### src/rtl/mem_stage_pkg.sv
// Shared encodings and widths for the memory pipeline stage.
package mem_stage_pkg;

  localparam int unsigned DATA_W = 16;
  localparam int unsigned FLAG_W = 4;

  typedef enum logic [2:0] {
    OP_PASS       = 3'b000,
    OP_LOAD       = 3'b001,
    OP_STORE      = 3'b010,
    OP_PUSH       = 3'b011,
    OP_POP        = 3'b100,
    OP_POP_FLAGS  = 3'b101,
    OP_PUSH_FLAGS = 3'b110,
    OP_RSVD       = 3'b111
  } op_e;

  typedef enum logic {
    ST_IDLE = 1'b0,
    ST_BUSY = 1'b1
  } state_e;

  function automatic logic is_mem_op(input op_e op);
    return (op != OP_PASS) && (op != OP_RSVD);
  endfunction

  function automatic logic is_read_op(input op_e op);
    return (op == OP_LOAD) || (op == OP_POP) || (op == OP_POP_FLAGS);
  endfunction

endpackage

### src/rtl/memory_stage_stack_pointer.sv
// Stack pointer register; wraps modulo 2^ADDR_W.
module stack_pointer #(
  parameter int unsigned       ADDR_W  = 16,
  parameter logic [ADDR_W-1:0] SP_INIT = '1
) (
  input  logic              clk,
  input  logic              rst_n,
  input  logic              inc,
  input  logic              dec,
  output logic [ADDR_W-1:0] sp,
  output logic [ADDR_W-1:0] sp_plus1
);

  assign sp_plus1 = sp + ADDR_W'(1);

  always_ff @(posedge clk or negedge rst_n) begin
    if (!rst_n)   sp <= SP_INIT;
    else if (inc) sp <= sp_plus1;
    else if (dec) sp <= sp - ADDR_W'(1);
  end

endmodule

### src/rtl/memory_stage.sv
// Memory stage: loads/stores/push/pop over a ready-handshaked port, owns sp.
module memory_stage
  import mem_stage_pkg::*;
#(
  parameter int unsigned       DATA_W  = mem_stage_pkg::DATA_W,
  parameter int unsigned       ADDR_W  = 16,
  parameter logic [ADDR_W-1:0] SP_INIT = '1
) (
  input  logic              clk,
  input  logic              rst_n,
  input  logic              in_valid,
  input  logic [2:0]        in_op,
  input  logic [DATA_W-1:0] in_alu_result,
  input  logic [DATA_W-1:0] in_store_data,
  input  logic [FLAG_W-1:0] in_flags,
  input  logic [2:0]        in_rd,
  input  logic              in_wb_en,
  input  logic              flush,
  output logic              stall,
  output logic              mem_req,
  output logic              mem_we,
  output logic [ADDR_W-1:0] mem_addr,
  output logic [DATA_W-1:0] mem_wdata,
  input  logic [DATA_W-1:0] mem_rdata,
  input  logic              mem_ready,
  output logic              out_valid,
  output logic [DATA_W-1:0] out_result,
  output logic [DATA_W-1:0] prev_mem,
  output logic [2:0]        out_rd,
  output logic              out_wb_en,
  output logic [FLAG_W-1:0] mem_flags,
  output logic              mem_flags_valid,
  output logic [ADDR_W-1:0] sp
);

  state_e            state;
  op_e               h_op;
  logic [DATA_W-1:0] h_alu;
  logic [2:0]        h_rd;
  logic              h_wb_en;
  logic              h_flushed;
  logic [ADDR_W-1:0] sp_plus1;
  op_e               op_in;
  logic              done;
  logic              kill;
  logic              sp_inc;
  logic              sp_dec;

  assign op_in    = op_e'(in_op);
  assign stall    = (state == ST_BUSY);
  assign prev_mem = out_result;
  assign done     = (state == ST_BUSY) && mem_ready;
  assign kill     = flush || h_flushed;
  assign sp_inc   = done && ((h_op == OP_POP)  || (h_op == OP_POP_FLAGS));
  assign sp_dec   = done && ((h_op == OP_PUSH) || (h_op == OP_PUSH_FLAGS));

  stack_pointer #(
    .ADDR_W (ADDR_W),
    .SP_INIT(SP_INIT)
  ) u_stack_pointer (
    .clk     (clk),
    .rst_n   (rst_n),
    .inc     (sp_inc),
    .dec     (sp_dec),
    .sp      (sp),
    .sp_plus1(sp_plus1)
  );

  always_ff @(posedge clk or negedge rst_n) begin
    if (!rst_n) begin
      state           <= ST_IDLE;
      h_op            <= OP_PASS;
      h_alu           <= '0;
      h_rd            <= '0;
      h_wb_en         <= 1'b0;
      h_flushed       <= 1'b0;
      mem_req         <= 1'b0;
      mem_we          <= 1'b0;
      mem_addr        <= '0;
      mem_wdata       <= '0;
      out_valid       <= 1'b0;
      out_result      <= '0;
      out_rd          <= '0;
      out_wb_en       <= 1'b0;
      mem_flags       <= '0;
      mem_flags_valid <= 1'b0;
    end else begin
      out_valid       <= 1'b0;
      mem_flags_valid <= 1'b0;
      case (state)
        ST_IDLE: begin
          if (in_valid && !flush) begin
            h_op      <= op_in;
            h_alu     <= in_alu_result;
            h_rd      <= in_rd;
            h_wb_en   <= in_wb_en;
            h_flushed <= 1'b0;
            if (!is_mem_op(op_in)) begin
              out_valid  <= 1'b1;
              out_result <= in_alu_result;
              out_rd     <= in_rd;
              out_wb_en  <= in_wb_en;
            end else begin
              state     <= ST_BUSY;
              mem_req   <= 1'b1;
              mem_we    <= !is_read_op(op_in);
              mem_wdata <= in_store_data;
              case (op_in)
                OP_PUSH:       mem_addr <= sp;
                OP_PUSH_FLAGS: begin
                  mem_addr  <= sp;
                  mem_wdata <= DATA_W'(in_flags);
                end
                OP_POP, OP_POP_FLAGS: mem_addr <= sp_plus1;
                default:       mem_addr <= ADDR_W'(in_alu_result);
              endcase
            end
          end
        end
        ST_BUSY: begin
          if (flush) h_flushed <= 1'b1;
          // A flushed access still finishes on the bus; only its visible pulses are killed.
          if (mem_ready) begin
            state      <= ST_IDLE;
            mem_req    <= 1'b0;
            mem_we     <= 1'b0;
            out_valid  <= !kill;
            out_rd     <= h_rd;
            out_result <= is_read_op(h_op) ? mem_rdata : h_alu;
            out_wb_en  <= is_read_op(h_op) && h_wb_en && !kill;
            if (h_op == OP_POP_FLAGS) begin
              mem_flags       <= mem_rdata[FLAG_W-1:0];
              mem_flags_valid <= !kill;
            end
          end
        end
        default: state <= ST_IDLE;
      endcase
    end
  end

endmodule

### config.mk
export PLATFORM = sky130hd
export DESIGN_NAME = memory_stage
export DESIGN_NICKNAME = d
export VERILOG_FILES = /design/src/rtl/mem_stage_pkg.sv /design/src/rtl/memory_stage_stack_pointer.sv /design/src/rtl/memory_stage.sv
export SDC_FILE = /design/constraint.sdc
export NUM_CORES = 1
export LEC_CHECK = 0
export ABC_AREA = 0
export ABC_CLOCK_PERIOD_IN_PS = 3200
export CORE_MARGIN = 2
export CORE_UTILIZATION = 45
export DETAILED_ROUTE_END_ITERATION = 6
export GPL_TIMING_DRIVEN = 0
export PLACE_DENSITY_LB_ADDON = 0.12
export SLEW_MARGIN = 40
export SYNTH_ARGS = -nofsm -noshare
export SYNTH_HDL_FRONTEND = slang
export SYNTH_HIERARCHICAL = 1
export SYNTH_SLANG_ARGS = --single-unit
### constraint.sdc
create_clock -name clk -period 3.2 [get_ports clk]
set_clock_uncertainty 0.05 [all_clocks]
set_input_delay 0.64 -clock clk [delete_from_list [all_inputs] [get_ports clk]]
set_output_delay 0.64 -clock clk [all_outputs]
set_load 0.05 [all_outputs]
## Yosys cells after proc, flatten, opt, wreduce, memory -nomap -nowiden

Cells that the tools add are included.

| operators by class | value |
|---|---|
| add/subtract/negate cells | 2 |
| eq/ne operators | 16 |
| muxes and demuxes | 38 |
| bitwise operators | 1 |
| reductions and logical operators | 27 |

Operators by type and width:

| kind | count |
|---|---|
| 2-to-1 mux 16 bit | 7 |
| one-hot mux 16 bit (2 select lines) | 2 |
| 2-to-1 mux 1 bit | 19 |
| equality test 3 bit, second input constant | 6 |
| adder 16 x 1 -> 16 bit, second input constant | 1 |
| subtractor 16 x 1 -> 16 bit, second input constant | 1 |
| one-hot mux 1 bit (2 select lines) | 6 |
| AND reduction 3 bit | 4 |
| != test 2 bit, second input constant | 5 |
| 2-to-1 mux 3 bit | 3 |
| logical AND 1 bit | 7 |
| logical OR 1 bit | 7 |
| equality test 3 x 1 -> 1 bit, second input constant | 2 |
| equality test 3 x 2 -> 1 bit, second input constant | 2 |
| one-hot mux 3 bit (2 select lines) | 1 |
| AND reduction 2 bit | 2 |
| OR reduction 2 bit | 2 |
| zero test 1 bit | 3 |
| != test 3 bit, second input constant | 1 |
| nonzero test 3 bit | 1 |
| nonzero test 2 bit | 1 |
| inverter 1 bit | 1 |

| word-level totals | value |
|---|---|
| register bits | 101 |
| bits of input ports | 64 |
| output and inout port bits | 93 |

## Longest topological paths before layout

| logic depth | value |
|---|---|
| depth after elaboration | 7 |
| gate-level depth with buffers | 8 |
| depth with buffers taken out | 8 |

## Modules after synthesis

The synthesis kept the hierarchy.

By module, submodules not included:

| module | times used | cells an instance | area each (um^2) | sequential area each (um^2) |
|---|---|---|---|---|
| memory_stage | 1 | 476 | 4546.9 | 2127.0 |
| stack_pointer | 1 | 128 | 1202.4 | 420.4 |

## Worst setup path after synthesis

Ideal clock, no wire load.

| timing path | value |
|---|---|
| kind | reg2reg |
| start | register state, in the netlist stall |
| end | register u_stack_pointer.sp[13] |
| library setup time | 0.090 ns |
| data arrival time | 2.542 ns |
| setup slack | 0.518 ns |
| cell stages (with the launch flop) | 8 |
| clock period less this slack | 2.682 ns |
| cell sequence | dfrtp_1 nand2_1 nor3b_1 or4b_1 clkbuf_1 nor4_1 a31oi_1 xnor2_1 |

| between the ends | value |
|---|---|
| longest elaborated chain between the ends | 3 |
| elaborated cells on any way between the ends | 5 |

RTL lines:

| what | RTL line | RTL |
|---|---|---|
| start, declared | memory_stage.sv:36 | `state_e state;` |
| start signal, assigned | memory_stage.sv:71 | `state <= ST_IDLE;` |
| start signal, assigned | memory_stage.sv:104 | `state <= ST_BUSY;` |
| start signal, assigned | memory_stage.sv:124 | `state <= ST_IDLE;` |
| logical AND 1 bit | memory_stage.sv:52 | `assign done = (state == ST_BUSY) && mem_ready;` |
| logical AND 1 bit | memory_stage.sv:55 | `assign sp_dec = done && ((h_op == OP_PUSH) \|\| (h_op == OP_PUSH_FLAGS));` |
| named net sp_dec | memory_stage.sv:47 | `logic sp_dec;` |
| nonzero test 2 bit (no source line) | n/a |  |
| end signal, assigned | memory_stage_stack_pointer.sv:18 | `else if (inc) sp <= sp_plus1;` |
| end signal, assigned | memory_stage_stack_pointer.sv:19 | `else if (dec) sp <= sp - ADDR_W'(1);` |
| end, declared | memory_stage_stack_pointer.sv:10 | `output logic [ADDR_W-1:0] sp,` |

The timed path passes the listed nets, and every way through them passes these cells.
A chain may end at the register's enable or synchronous reset.

## Final worst setup path

| timing path | value |
|---|---|
| start | input port mem_ready |
| end | register u_stack_pointer.sp[11] |

| between the ends | value |
|---|---|
| longest elaborated chain between the ends | 3 |
| elaborated cells on any way between the ends | 5 |

RTL lines:

| what | RTL line | RTL |
|---|---|---|
| start, declared | memory_stage.sv:25 | `input logic mem_ready,` |
| logical AND 1 bit | memory_stage.sv:52 |  |
| logical AND 1 bit | memory_stage.sv:55 |  |
| named net sp_dec | memory_stage.sv:47 |  |
| nonzero test 2 bit (no source line) | n/a |  |

The timed path passes the listed nets, and every way through them passes these cells.

==> results.yml <==
outcome:
  status: "finished clean"
finish:
  drive_above_1_share: 0.152
  num_antenna_cells: 0
  nets: 837
  syn2layout_area_growth_pct: 36.6
  design_area_mm2: 0.00785
clock_tree:
  clk_latency_ns: 0.35
  clk_pin_slew_ns: 0.06
  post_cts_buffers: 0
  cts_tree: "built"
  htree_levels: 3
  postCtsHoldBufs: 0
  clock-root-buffer: "clkbuf_16"
  clock_sinks: 101
  cts_buffers: 9
  clk_path_buf_depth: 2
power_and_ir_drop:
  cellPowerDensity_mw_per_mm2: 834
  ir_drop_mv: 0.451
  power_mw: 6.55
  p_seq_frac: 0.306
  p_leak_nw: 3.41
  p_clk_frac: 0.158
  power.internal_mw: 3.57
  combPwrFrac: 0.536
  p_sw_frac: 0.455
  switchingPower_mw: 2.98
synth:
  synth_top_area_frac: 0.370
  yosysTopAreaCell: "dfrtp_1"
  syn_area_mm2: 0.00575
  syn_avg_cell_area_um2: 9.52
  ys_ff_latch: 101
  ys_types: 50
  synth_area_leaders: "dfrtp_1, nand2_1, dfstp_2"
  ys_seq_area_frac: 0.443
  synth_warnings: 6
  yosysMostFrequentCell: "nand2_1"
  synth_fp_nets: 670
  syn_inst: 604
  synth_edf_count: 0
  async_reset_ff_frac: 1.00
  ys_top_cells_by_count: "nand2_1, dfrtp_1, mux2i_1, o21ai_0, a21oi_1"
  ys.flop_type: "dfrtp_1"
grt:
  grt.total_usage: 0.254
  grt.met3_usage: 0.0386
  grt_pass1_wl_mm: 26.6
  overflow: 0
  antenna_found_initial: 0
  gr-usage-met2: 0.435
  grt_pass1_vias: 5045
  use_met1: 0.339
  grt.busiest_layer: "met2"
  grt_max_degree: 59
routing:
  avgViaCountPerCell: 5.50
  vias: 5213
  ant_nets: 0
  drtIter0Drc: 408
  drc: 0
  dr.pass1.iters: 5
  wl_per_cell_um: 17.8
  routed_wl_mm: 16.9
setup_path:
  worstPathRequired_ns: 3.43
  worstPathMaxFanout: 10
  worst_setup_path_end_kind: "flop"
  crit_family: "simple AND/OR/NAND/NOR gates"
  cp.arrival_ns: 3.14
  setup.worst_path.class: "input port to flop"
  crit_chain: "clkdlybuf4s50_1 -> nand2_2 -> nor3b_4 -> or4b_1 -> clkbuf_1 -> nor4_1 -> a31oi_1 -> xnor2_1"
  crit_path_start_kind: "input port"
  slowest_stage: "clkdlybuf4s50_1"
  crit_buf_inv: 2
  slowest_delay_ns: 0.62
flow_run:
  drv_cap: 0
worst_hold_path:
  hold_class: "input port to async pin"
timing:
  fmax_mhz: 343
  worst_pin_slew_ns: 0.585
  min_period_over_period: 0.911
  fin_crit_ns: 2.92
  rsz0062_at_grt: "false"
  relSlewSlack: 0.610
  setup_slack_ns: 0.284
  hold_viol: 0
  slew_violations: 0
  setup_viol: 0
floorplan:
  die_h_um: 117
  pin_count: 157
  rows: 41
  dieArea_mm2: 0.0137
  core_area_mm2: 0.0126
  start_util: 0.457
  die_w_um: 117
placement:
  io_buffers: 155
  gp_congestion: 0.865
  dp_slack_ns: -0.439
  dpl_cell_area_mm2: 0.00755
  place_hpwl_mm: 12.6
[registers in the layout, summed over array words and instances (netlist names)]
signal,cells
h_alu,16
mem_addr,16
mem_wdata,16
out_result,16
u_stack_pointer/sp,16
mem_flags,4
h_op,3
h_rd,3
out_rd,3
h_flushed,1
h_wb_en,1
mem_flags_valid,1
mem_req,1
mem_we,1
out_valid,1
out_wb_en,1
stall,1
[power by group through the flow]
| stage | clock (mW) | combinational, mW | sequential [mW] |
|---|---|---|---|
| after global routing | 1.11 | 3.70 | 2.06 |
| after CTS | 1.06 | 3.51 | 2.00 |
| final | 1.03 | 3.51 | 2.01 |
| after floorplan | 0 | 1.35 | 2.99 |
| after global placement | 0 | 3.44 | 2.00 |
| after detailed placement | 0 | 3.50 | 2.03 |
[logic make-up (layout without fill, tap and decap cells)]
group / count (synthesis) / after routing / share of synthesized area
simple gates: 195 / 195 / 0.157
buf+inv: 72 / 244 / 0.0651
fa+ha+maj: 2 / 2 / 0.00435
compound gates: 128 / 128 / 0.140
flops: 101 / 101 / 0.443
xor+xnor: 30 / 30 / 0.0457
mux: 76 / 76 / 0.145
[final timing paths]
kind,depth (start not counted),startpoint,slack (ns),endpoint
max,8,mem_ready,0.28,u_stack_pointer/sp[11]
max reg2reg,8,u_stack_pointer/sp[0],0.42,mem_addr[14]
min in group clk,2,h_alu[14],0.43,h_alu[14]
max in group asynchronous,2,rst_n,2.32,u_stack_pointer/sp[8]
min,1,rst_n,0.13,h_rd[1]
min reg2reg,2,h_alu[14],0.43,h_alu[14]
[routing by layer]
layer  up-vias  wire length, um
met1      2579             7380
met3        14              888
met4         0              187
met5         -                0
li1       2441                -
met2       179             8460
[per-stage QoR]
stage / utilization / hold WS [ns] / TNS (ns) / instances
final: 0.625 / 0.126 / 0 / 948
after global routing: 0.625 / 0.141 / 0 / 948
after CTS: 0.623 / 0.134 / 0 / 948
after detailed placement: 0.601 / 0.414 / -4.96 / 932
after global placement: 0.598 / 0.403 / -222.74 / 931
after floorplan: - / 0.294 / 0 / 604
[layout by cell type, fill, tap and decap left out, types with 8 or more instances in the layout]
cell type	netlist	routed
dfstp_2	16	16
clkbuf_16	0	9
nor2_1	24	24
a221oi_1	16	16
o21ai_0	40	40
clkbuf_1	23	26
nand2_1	122	121
nand3_1	11	11
clkdlybuf4s50_1	0	154
dfrtp_1	85	85
inv_1	8	8
a21oi_1	38	38
buf_4	16	16
mux2i_1	40	40
mux2_2	29	29
xnor2_1	23	23
buf_2	16	16
a211oi_1	17	17
[area by class of cell]
| cell class | instances | area, um2 |
|---|---|---|
| repair buffers | 156 | 1580 |
| multi-input cells | 431 | 2860 |
| fillers | 1085 | 4710 |
| inverters | 9 | 33.8 |
| well taps | 172 | 215 |
| plain buffers | 63 | 342 |
| clock inverters | 2 | 10.0 |
| flip-flops and latches | 101 | 2550 |
| clock buffers | 14 | 264 |
[what timing repair did]
action,4_1_cts,5_1_grt
hold endpoints to repair,0,0
setup endpoints to repair,7,7
cloned,0,0
pin swaps,0,0
resized for setup,2,4
Note: power is estimated with default switching activity, not from simulation.
